--- config.mk ---
export PLATFORM = sky130hd
export DESIGN_NAME = id_exe_stage
export DESIGN_NICKNAME = d
export VERILOG_FILES = /design/src/rtl/id_exe_stage.sv
export SDC_FILE = /design/constraint.sdc
export NUM_CORES = 1
export LEC_CHECK = 0
export BUFFER_PORTS_ARGS = -buffer_cell sky130_fd_sc_hd__buf_2
export CORE_AREA = 3 3 143 145
export CTS_CLUSTER_DIAMETER = 40
export DETAILED_ROUTE_END_ITERATION = 8
export DIE_AREA = 0 0 146 148
export PLACE_DENSITY = 0.78
export SYNTH_ARGS = -nofsm -noshare
export SYNTH_HDL_FRONTEND = slang
export SYNTH_SLANG_ARGS = --single-unit
--- constraint.sdc ---
create_clock -name clk -period 2.6 [get_ports clk]
set_input_delay 0.26 -clock clk [delete_from_list [all_inputs] [get_ports clk]]
set_output_delay 0.26 -clock clk [all_outputs]
set_load 0.05 [all_outputs]
--- src/rtl/id_exe_stage.sv ---
// Decode-to-execute pipeline register for the RV32I integer pipe.
// Selects forwarded operands, detects load-use hazards and latches the EXE-stage payload.
module id_exe_stage #(
  parameter bit FWD_EN = 1'b1
) (
  input  logic        clk,
  input  logic        rst_n,
  input  logic        dec_valid,
  input  logic [3:0]  dec_alu_opc,
  input  logic        dec_sel_pc,
  input  logic        dec_sel_imm,
  input  logic        dec_is_load,
  input  logic        dec_wen,
  input  logic [31:0] dec_pc,
  input  logic [4:0]  dec_rs1,
  input  logic [4:0]  dec_rs2,
  input  logic [4:0]  dec_rd,
  input  logic [31:0] dec_rs1_data,
  input  logic [31:0] dec_rs2_data,
  input  logic [31:0] dec_imm,
  input  logic [31:0] alu_result,
  input  logic [4:0]  mem_rd,
  input  logic        mem_wen,
  input  logic [31:0] mem_data,
  input  logic        hold,
  input  logic        flush,
  output logic        dec_stall,
  output logic        exe_valid_r,
  output logic [3:0]  exe_alu_opc_r,
  output logic        exe_sel_pc_r,
  output logic [31:0] exe_pc_r,
  output logic [31:0] exe_reg1_r,
  output logic [31:0] exe_src2_r,
  output logic [31:0] exe_store_data_r,
  output logic [4:0]  exe_rd_r,
  output logic        exe_wen_r,
  output logic        exe_is_load_r
);

  localparam int unsigned XLEN = 32;
  localparam int unsigned RW   = 5;

  logic            exe_fwd_ok;
  logic [XLEN-1:0] fwd_rs1;
  logic [XLEN-1:0] fwd_rs2;
  logic [XLEN-1:0] src2;
  logic            load_use;

  // Operand forwarding: a non-load in EXE beats the MEM stage; x0 always reads the register file.
  always_comb begin
    exe_fwd_ok = exe_valid_r & exe_wen_r & ~exe_is_load_r;
    fwd_rs1    = dec_rs1_data;
    fwd_rs2    = dec_rs2_data;
    if (FWD_EN && (dec_rs1 != RW'(0))) begin
      if (exe_fwd_ok && (exe_rd_r == dec_rs1))  fwd_rs1 = alu_result;
      else if (mem_wen && (mem_rd == dec_rs1))  fwd_rs1 = mem_data;
    end
    if (FWD_EN && (dec_rs2 != RW'(0))) begin
      if (exe_fwd_ok && (exe_rd_r == dec_rs2))  fwd_rs2 = alu_result;
      else if (mem_wen && (mem_rd == dec_rs2))  fwd_rs2 = mem_data;
    end
    src2 = dec_sel_imm ? dec_imm : fwd_rs2;
  end

  // Load in EXE whose result is needed now: its data only exists once it reaches MEM.
  always_comb begin
    load_use  = dec_valid & exe_valid_r & exe_is_load_r & exe_wen_r &
                (exe_rd_r != RW'(0)) &
                ((exe_rd_r == dec_rs1) | (~dec_sel_imm & (exe_rd_r == dec_rs2)));
    dec_stall = hold | load_use;
  end

  // Flush beats hold; a load-use hazard turns the slot into a bubble.
  always_ff @(posedge clk or negedge rst_n) begin
    if (!rst_n) begin
      exe_valid_r      <= 1'b0;
      exe_alu_opc_r    <= 4'b0000;
      exe_sel_pc_r     <= 1'b0;
      exe_pc_r         <= '0;
      exe_reg1_r       <= '0;
      exe_src2_r       <= '0;
      exe_store_data_r <= '0;
      exe_rd_r         <= '0;
      exe_wen_r        <= 1'b0;
      exe_is_load_r    <= 1'b0;
    end else if (flush || (!hold && load_use)) begin
      exe_valid_r   <= 1'b0;
      exe_wen_r     <= 1'b0;
      exe_is_load_r <= 1'b0;
    end else if (!hold) begin
      exe_valid_r      <= dec_valid;
      exe_alu_opc_r    <= dec_alu_opc;
      exe_sel_pc_r     <= dec_sel_pc;
      exe_pc_r         <= dec_pc;
      exe_reg1_r       <= fwd_rs1;
      exe_src2_r       <= src2;
      exe_store_data_r <= fwd_rs2;
      exe_rd_r         <= dec_rd;
      exe_wen_r        <= dec_wen & dec_valid;
      exe_is_load_r    <= dec_is_load & dec_valid;
    end
  end

endmodule

# [Word-level counts from Yosys, hierarchy flattened]
# Index checks and enable logic that the tools add are counted.
[totals] output_inout_bits=142 reg_bits=141 elab_cells=55
[op_classes] bitwise=16 eq_ne=5 n_mux=13 reduce_logical=11
[ops] op="32-bit 2-to-1 mux" n=7
[ops] op="5-bit == test" n=4
[ops] op="5-bit nonzero test" n=3
[ops] op="1-bit AND" n=10
[ops] op="1-bit 2-to-1 mux" n=6
[ops] op="1-bit logical AND" n=5
[ops] op="1-bit NOT" n=4
[ops] op="2-bit by 1-bit != test with 1-bit output, second input constant" n=1
[ops] op="1-bit OR" n=2
[ops] op="2-bit AND reduction" n=1
[ops] op="1-bit zero test" n=1
[ops] op="1-bit logical OR" n=1

# [Logic depth before layout (Yosys ltp)]
# Gate-level depths: netlist of the first run.
[logic_depth] ltp_word=9 ltp_mapped=9 mapped_depth_nobuf=6

# [Worst setup path before layout of the first run]
# OpenSTA, ideal clock, no wires.
[synth_path] path_kind="flip-flop to flip-flop" startpoint="register exe_rd_r[1]" endpoint="register exe_src2_r[24]" path_buffers=2 arrival_ps=2172 period_less_slack_ps=2304 path_stages_with_launch=9 required_ps=2468 setup_slack_ps=296 path_cell_list="dfrtp_1 > xnor2_1 > nand3_1 > or2_2 > clkbuf_1 > clkbuf_1 > a31o_2 > a221oi_1 > o21ai_0"
[synth_between] elab_chain_len=8 elab_cells_between_ends=15 cone_classes="eq/ne: 2; mux: 3; bitwise: 5; reduce/logical: 5"
[synth_lines] item="start, declared" line_no="35" text="output logic [4:0] exe_rd_r,"
[synth_lines] item="start signal, assigned" line_no="98" text="exe_rd_r <= dec_rd;"
[synth_lines] item="5-bit == test" line_no="59, 69"
[synth_lines] item="1-bit AND" line_no="69" text="((exe_rd_r == dec_rs1) | (~dec_sel_imm & (exe_rd_r == dec_rs2)));"
[synth_lines] item="1-bit OR" line_no="69"
[synth_lines] item="1-bit AND" line_no="68" text="(exe_rd_r != RW'(0)) &"
[synth_lines] item="1-bit logical AND" line_no="86" text="end else if (flush || (!hold && load_use)) begin"
[synth_lines] item="1-bit logical OR" line_no="86"
[synth_lines] item="1-bit NOT (no line)"
[synth_lines] item="2-bit AND reduction (no line)"
[synth_lines] item="end signal, assigned" line_no="96" text="exe_src2_r <= src2;"
[synth_lines] item="end, declared" line_no="33" text="output logic [31:0] exe_src2_r,"
# Several ways; a longest one is shown, not always the timed one.
# A chain may end at the register's enable or synchronous reset.

# [Worst setup path after layout of the first run]
[layout_path] startpoint="register exe_rd_r[1]" endpoint="output dec_stall"
[layout_between] elab_chain_len=5 elab_cells_between_ends=8 cone_classes="eq/ne: 2; bitwise: 5; reduce/logical: 1"
[layout_lines] item="5-bit == test" line_no="69"
[layout_lines] item="1-bit AND" line_no="69"
[layout_lines] item="1-bit OR" line_no="69"
[layout_lines] item="1-bit AND *" line_no="68"
[layout_lines] item="1-bit OR *" line_no="70" text="dec_stall = hold | load_use;"
[layout_lines] item="end, declared" line_no="27" text="output logic dec_stall,"
# Mark *: on every way between the ends. The rest lies on a longest branch, timed or not.

==> results of run 1 <==
[critical path, cell delays in order, from the launching register on]
cell and delay, ns:
dfrtp_1 0.45, xor2_1 0.22, nor3_4 0.30, o2bb2ai_2 0.21, a21oi_1 0.17, inv_1 0.08, buf_2 0.26
[repair_timing]
| item | in CTS | in global routing |
|---|---|---|
| setup endpoints to repair | 0 | 0 |
| hold endpoints to repair | 34 | 0 |
| hold buffers | 2 | 0 |
| setup buffers | 0 | 0 |
[area by class of cell]
class	instances	area [um2]
fillers	1833	9004
multi-input cells	658	3572
flip-flops and latches	141	3528
repair buffers	403	2181
clock buffers	17	425.4
well taps	265	331.6
clock inverters	15	151.4
inverters	35	131.4
diodes	4	10.01
[cells in the mapped netlist (all sizes together)]
| cell | n |
|---|---|
| nor4 | 2 |
| a21oi | 64 |
| o2bb2ai | 1 |
| nand3b | 2 |
| nor3 | 32 |
| a32oi | 2 |
| a22oi | 4 |
| nor2 | 125 |
| mux2i | 5 |
| and3 | 1 |
| a21o | 5 |
| or2 | 1 |
| dfrtp | 141 |
| xor2 | 13 |
| a211o | 1 |
| clkbuf | 49 |
| a31o | 27 |
| a221oi | 57 |
| nand2 | 164 |
| and2 | 2 |
| o21ai | 84 |
| xnor2 | 7 |
| nand3 | 14 |
| o31ai | 6 |
| a211oi | 1 |
| inv | 35 |
| a31oi | 5 |
| buf | 26 |
| nand4 | 1 |
| nor3b | 26 |
| nand2b | 5 |
| a22o | 1 |
[worst max path at each step]
stage,endpoint,cells after the start
final,dec_stall,6
after global routing,exe_src2_r[29],6
after CTS,dec_stall,6
after detailed placement,exe_src2_r[29],6
after global placement,exe_reg1_r[21],8
after floorplan,exe_src2_r[24],8
[power groups by stage]
stage               combinational, mW  clock, mW  sequential (mW)
floorplan                       0.478          0             3.72
global placement                 2.26          0             2.69
detailed placement               2.28          0             2.69
CTS                              2.29       2.47             2.66
global route                     2.41       2.56             2.70
finish                           2.28       2.42             2.66
[sequential cells by signal, indices dropped and copies added (netlist names)]
name and count:
exe_valid_r 1, exe_alu_opc_r 4, exe_pc_r 32, exe_is_load_r 1
exe_store_data_r 32, exe_rd_r 5, exe_src2_r 32, exe_reg1_r 32
exe_wen_r 1, exe_sel_pc_r 1
[kinds of logic (layout without fill, tap and decap cells)]
family	count (synthesis)	in the layout	synth area share (%)
mux	5	5	0.6664
simple gates	375	375	21.59
compound gates	258	258	22.51
buf+inv	110	470	5.931
other cells	0	4	0
xor+xnor	20	20	2.332
flops	141	141	46.98
[metal layers]
layer | vias up | wire, um
met5 | - | 48
met4 | 6 | 1135
met3 | 67 | 2728
met2 | 468 | 15750
met1 | 4008 | 11420
li1 | 3862 | -
==> metrics.cfg, run 1 <==
[status]
status = completed

[sta]
post-route-min-period_ns = 2.373
fin_crit_sh_pct = 91.28
grt_setup_unrepaired = no
fin_worst_hold_slack_ns = 0.02037
setup-violations-final = 0
setup_slack_ns = 0.2266
relSlewSlack_pct = 49.56
fmax_ghz = 0.4213
tns_ns = 0
worstMarginPinSlew_ns = 0.7566
finalMaxSlewViolations = 0
final-hold-violation-count = 0
fin_worst_skew_ns = 0.008444

[worst_setup_path]
crit_type = reg -> out
r2r_start = exe_rd_r[3]
r2r_slack_ns = 0.23
critical_path_required_ns = 2.34
start_kind = flip-flop
r2r_cells = 6
end_kind = primary output
r2r_end = exe_store_data_r[27]
startpoint = exe_rd_r[1]
critPathMaxFanout = 5
arrival_ns = 2.11

[synthesis]
synth_nets = 1135
avgSynthCellArea_um2 = 8.263
synth_top_area_share_pct = 46.98
ys_warn_count = 0
syn_inst = 909
syn_area_mm2 = 0.007511
synth_seq_area_share_pct = 46.98
ys_seq_elements = 141
synth_area_leaders = dfrtp_1, nand2_1, a221oi_1
yosysTopAreaCell = dfrtp_1
yosysUniqueCellTypes = 40

[worst_hold_path]
hold_path_end = exe_pc_r[6]
hp-start = dec_pc[6]
holdPathStages = 3
hold_class = in -> reg

[cells_and_area]
finalNetCount = 1482
finalNonFillerCells = 1538
area_growth_pct = 37.55
final_common_cell = buf_2
final_cell_mix = buf_2, nand2_1, dfrtp_1
final_util_pct = 53.43
drive_gt1_share_pct = 37.35
final_area_mm2 = 0.01033

[pwr]
p_leak_nw = 5.062
pwr-share-clk_pct = 32.9
comb_power_share_pct = 30.9
ir_worst_vdd_uv = 444.0
cellPowerDensity_mw_per_mm2 = 712.9
p_sw_share_pct = 40.16
p_sw_mw = 2.958
internal_power_mw = 4.407
power_mw = 7.365
seqPwrFrac_pct = 36.2

[floorplanning]
core_mm2 = 0.01933
die-area_mm2 = 0.02161
fp.dieH_um = 148
dieWidth_um = 146
start_util_pct = 38.85
fp-row-count = 51
io_pins = 368

[clock_tree]
cts-root-buf = clkbuf_16
cts_buffers = 17
cts_htree_levels = 4
cts_sinks = 141
cts_max_path_buffers = 2
cts_tree = built
clk_pin_slew_ns = 0.07
cts-resized-gates = 0
clock_latency_ns = 0.42

[detailed_routing]
drc_errors = 0
ant_nets = 0
wl_per_cell_um = 20.21
drt_iter0_markers = 456
vias = 8411
wl_um = 31080
drt_pre_antenna_iters = 5
vias_per_cell = 5.469

[job]
max_cap_violations = 0

[placed_design]
place_inst = 1500
place_congestion = 0.8657
portBuffers = 367
place_ws_ns = 0.2574
place_area_mm2 = 0.009724
hpwlAfterDp_um = 23280

[global_route]
grt-ovfl-total = 0
met1_usage_pct = 31.97
grt_use_total_pct = 27.96
antenna_found_initial = 7
grt_max_degree = 114
grtUsageMet3_pct = 7.296
grt_pass1_vias = 8321
busiest_layer = met2
met2_usage_pct = 49.94
grt_pass1_wl_um = 46900

Power figures use the tool's default switching activity.
==> inputs of run 2 (changes only) <==
- MAX_ROUTING_LAYER: not set -> met4
==> run 2 against run 1 <==
Effect of this change:
- hold slack better by 0.0022 ns
- setup slack got worse by 0.0061 ns
- highest routed layer is now met4
- core utilization grew 0.052 points
- sequential share of layout area barely moved
- wire length is 0.25% higher
- non-clock buffer count unchanged
- sequential cell count unchanged
- largest power group unchanged
==> metrics.cfg, run 2 (synthesis results as in run 1) <==
[clock_tree]
cts_buffers = 17  ; unchanged
cts_htree_levels = 4  ; unchanged
cts_tree = built
cts_sinks = 141  ; unchanged
cts-root-buf = clkbuf_16
clock_latency_ns = 0.42  ; about the same
cts_max_path_buffers = 2  ; unchanged
cts-resized-gates = 0  ; unchanged
clk_pin_slew_ns = 0.07  ; about the same

[worst_setup_path]
end_kind = flip-flop
start_kind = flip-flop
crit_chain = xnor2_1, nand3_2, or2_2, a31o_2, a221oi_1, nor2_1
startpoint = exe_rd_r[3]
critPathMaxFanout = 32  ; +27
critical_path_required_ns = 2.89  ; +0.55 ns
critical_path.max_stage_delay_ns = 0.60  ; +0.15 ns
r2r_start = exe_rd_r[3]
critPathBufInv = 0  ; -2
r2r_end = exe_store_data_r[27]
slowest_stage = or2_2
crit_type = reg -> reg
cp_top_family = simple AND/OR/NAND/NOR gates
r2r_slack_ns = 0.22  ; about the same
arrival_ns = 2.67  ; +0.56 ns
r2r_cells = 6  ; unchanged
path_depth = 6  ; unchanged

[sta]
worstMarginPinSlew_ns = 0.7631  ; +0.006584 ns
relSlewSlack_pct = 49.12  ; -0.44 points
tns_ns = 0  ; unchanged
setup_slack_ns = 0.2205  ; -0.006079 ns
final-hold-violation-count = 0  ; unchanged
finalMaxSlewViolations = 0  ; unchanged
grt_setup_unrepaired = no
fin_worst_skew_ns = 0.01049  ; +0.002051 ns
fmax_ghz = 0.4203  ; -0.26%
fin_crit_sh_pct = 91.52  ; +0.23 points
post-route-min-period_ns = 2.379  ; +0.006079 ns
setup-violations-final = 0  ; unchanged

[placed_design]
hpwlAfterDp_um = 23280  ; unchanged
place_ws_ns = 0.2574  ; unchanged
portBuffers = 367  ; unchanged
place_congestion = 0.8798  ; +1.6%

[floorplanning]
start_util_pct = 38.85  ; unchanged
fp-row-count = 51  ; unchanged
core_mm2 = 0.01933  ; unchanged
die-area_mm2 = 0.02161  ; unchanged
dieWidth_um = 146  ; unchanged
fp.dieH_um = 148  ; unchanged
io_pins = 368  ; unchanged

[detailed_routing]
ant_nets = 0  ; unchanged
vias = 8471  ; +0.71%
vias_per_cell = 5.494  ; +0.45%
wl_per_cell_um = 20.21  ; about the same
wl_um = 31160  ; +0.25%
drc_errors = 0  ; unchanged
drt_pre_antenna_iters = 5  ; unchanged
drt_iter0_markers = 422  ; -7.5%

[cells_and_area]
final_common_cell = buf_2
final_cell_mix = buf_2, nand2_1, dfrtp_1
finalNetCount = 1482  ; unchanged
drive_gt1_share_pct = 37.35  ; unchanged
area_growth_pct = 37.68  ; about the same

[global_route]
grt_pass1_wl_um = 46780  ; -0.26%
grt_pass1_vias = 8351  ; +0.36%
grt_use_total_pct = 28.75  ; +0.79 points
grt-ovfl-total = 0  ; unchanged
antenna_found_initial = 7  ; unchanged
grt_max_degree = 114  ; unchanged

[pwr]
ir_worst_vdd_uv = 437.9  ; -1.4%
cellPowerDensity_mw_per_mm2 = 712.2  ; about the same
p_leak_nw = 5.062  ; about the same

[worst_hold_path]
hold_class = in -> reg
hold_path_end = exe_pc_r[6]
hp-start = dec_pc[6]
holdPathStages = 3  ; unchanged

[job]
max_cap_violations = 0  ; unchanged

[status]
status = completed

[run 2: through the flow]
step	std cells	util [%]	cell area [um2]	hold WS [ns]	power, mW
5_1_grt	1540	53.46	10340	0.006734	7.663
2_1_floorplan	909	-	7511	-0.03559	4.193
6_report	1542	53.48	10340	0.02255	7.365
3_5_place_dp	1500	50.29	9724	0.1676	4.979
4_1_cts	1534	53.38	10320	0.0003927	7.415
3_3_place_gp	1500	50.29	9724	0.1676	4.950
[run 2: timing repair]
item | CTS | global route
setup buffers | 0 | 0
endpoints found under the hold margin | 34 | 0
hold buffers | 2 | 0
[run 2: cell type report]
type / instances / area, um2
fillers: 1834 / 8994
well taps: 265 / 331.6
inverters: 35 / 131.4
flip-flops and latches: 141 / 3528
clock inverters: 15 / 151.4
multi-input cells: 658 / 3572
repair buffers: 403 / 2181
diodes: 8 / 20.02
clock buffers: 17 / 425.4
[run 2: per-layer routing]
metal	track usage [%]	part of all wire [%]
met1	32.19	37
met2	49.92	50
met3	6.622	8.7
met4	11.67	3.8
met5	-	0
[run 2: power breakdown]
part | switching (mW) | internal (mW)
logic | 1.71 | 0.572
registers | 0.180 | 2.48
clock network | 1.07 | 1.35
[run 2: worst min-delay path: stages]
cell,delay [ns]
buf_2,0.07
nand2_1,0.04
nand2_1,0.04
[run 2: worst max-delay path by stage]
stage	slack (ns)	endpoint
after floorplan	0.30	exe_src2_r[24]
after global placement	0.33	exe_reg1_r[21]
after detailed placement	0.26	exe_src2_r[29]
after CTS	0.21	dec_stall
after global routing	0.04	exe_src2_r[29]
final	0.22	exe_store_data_r[27]
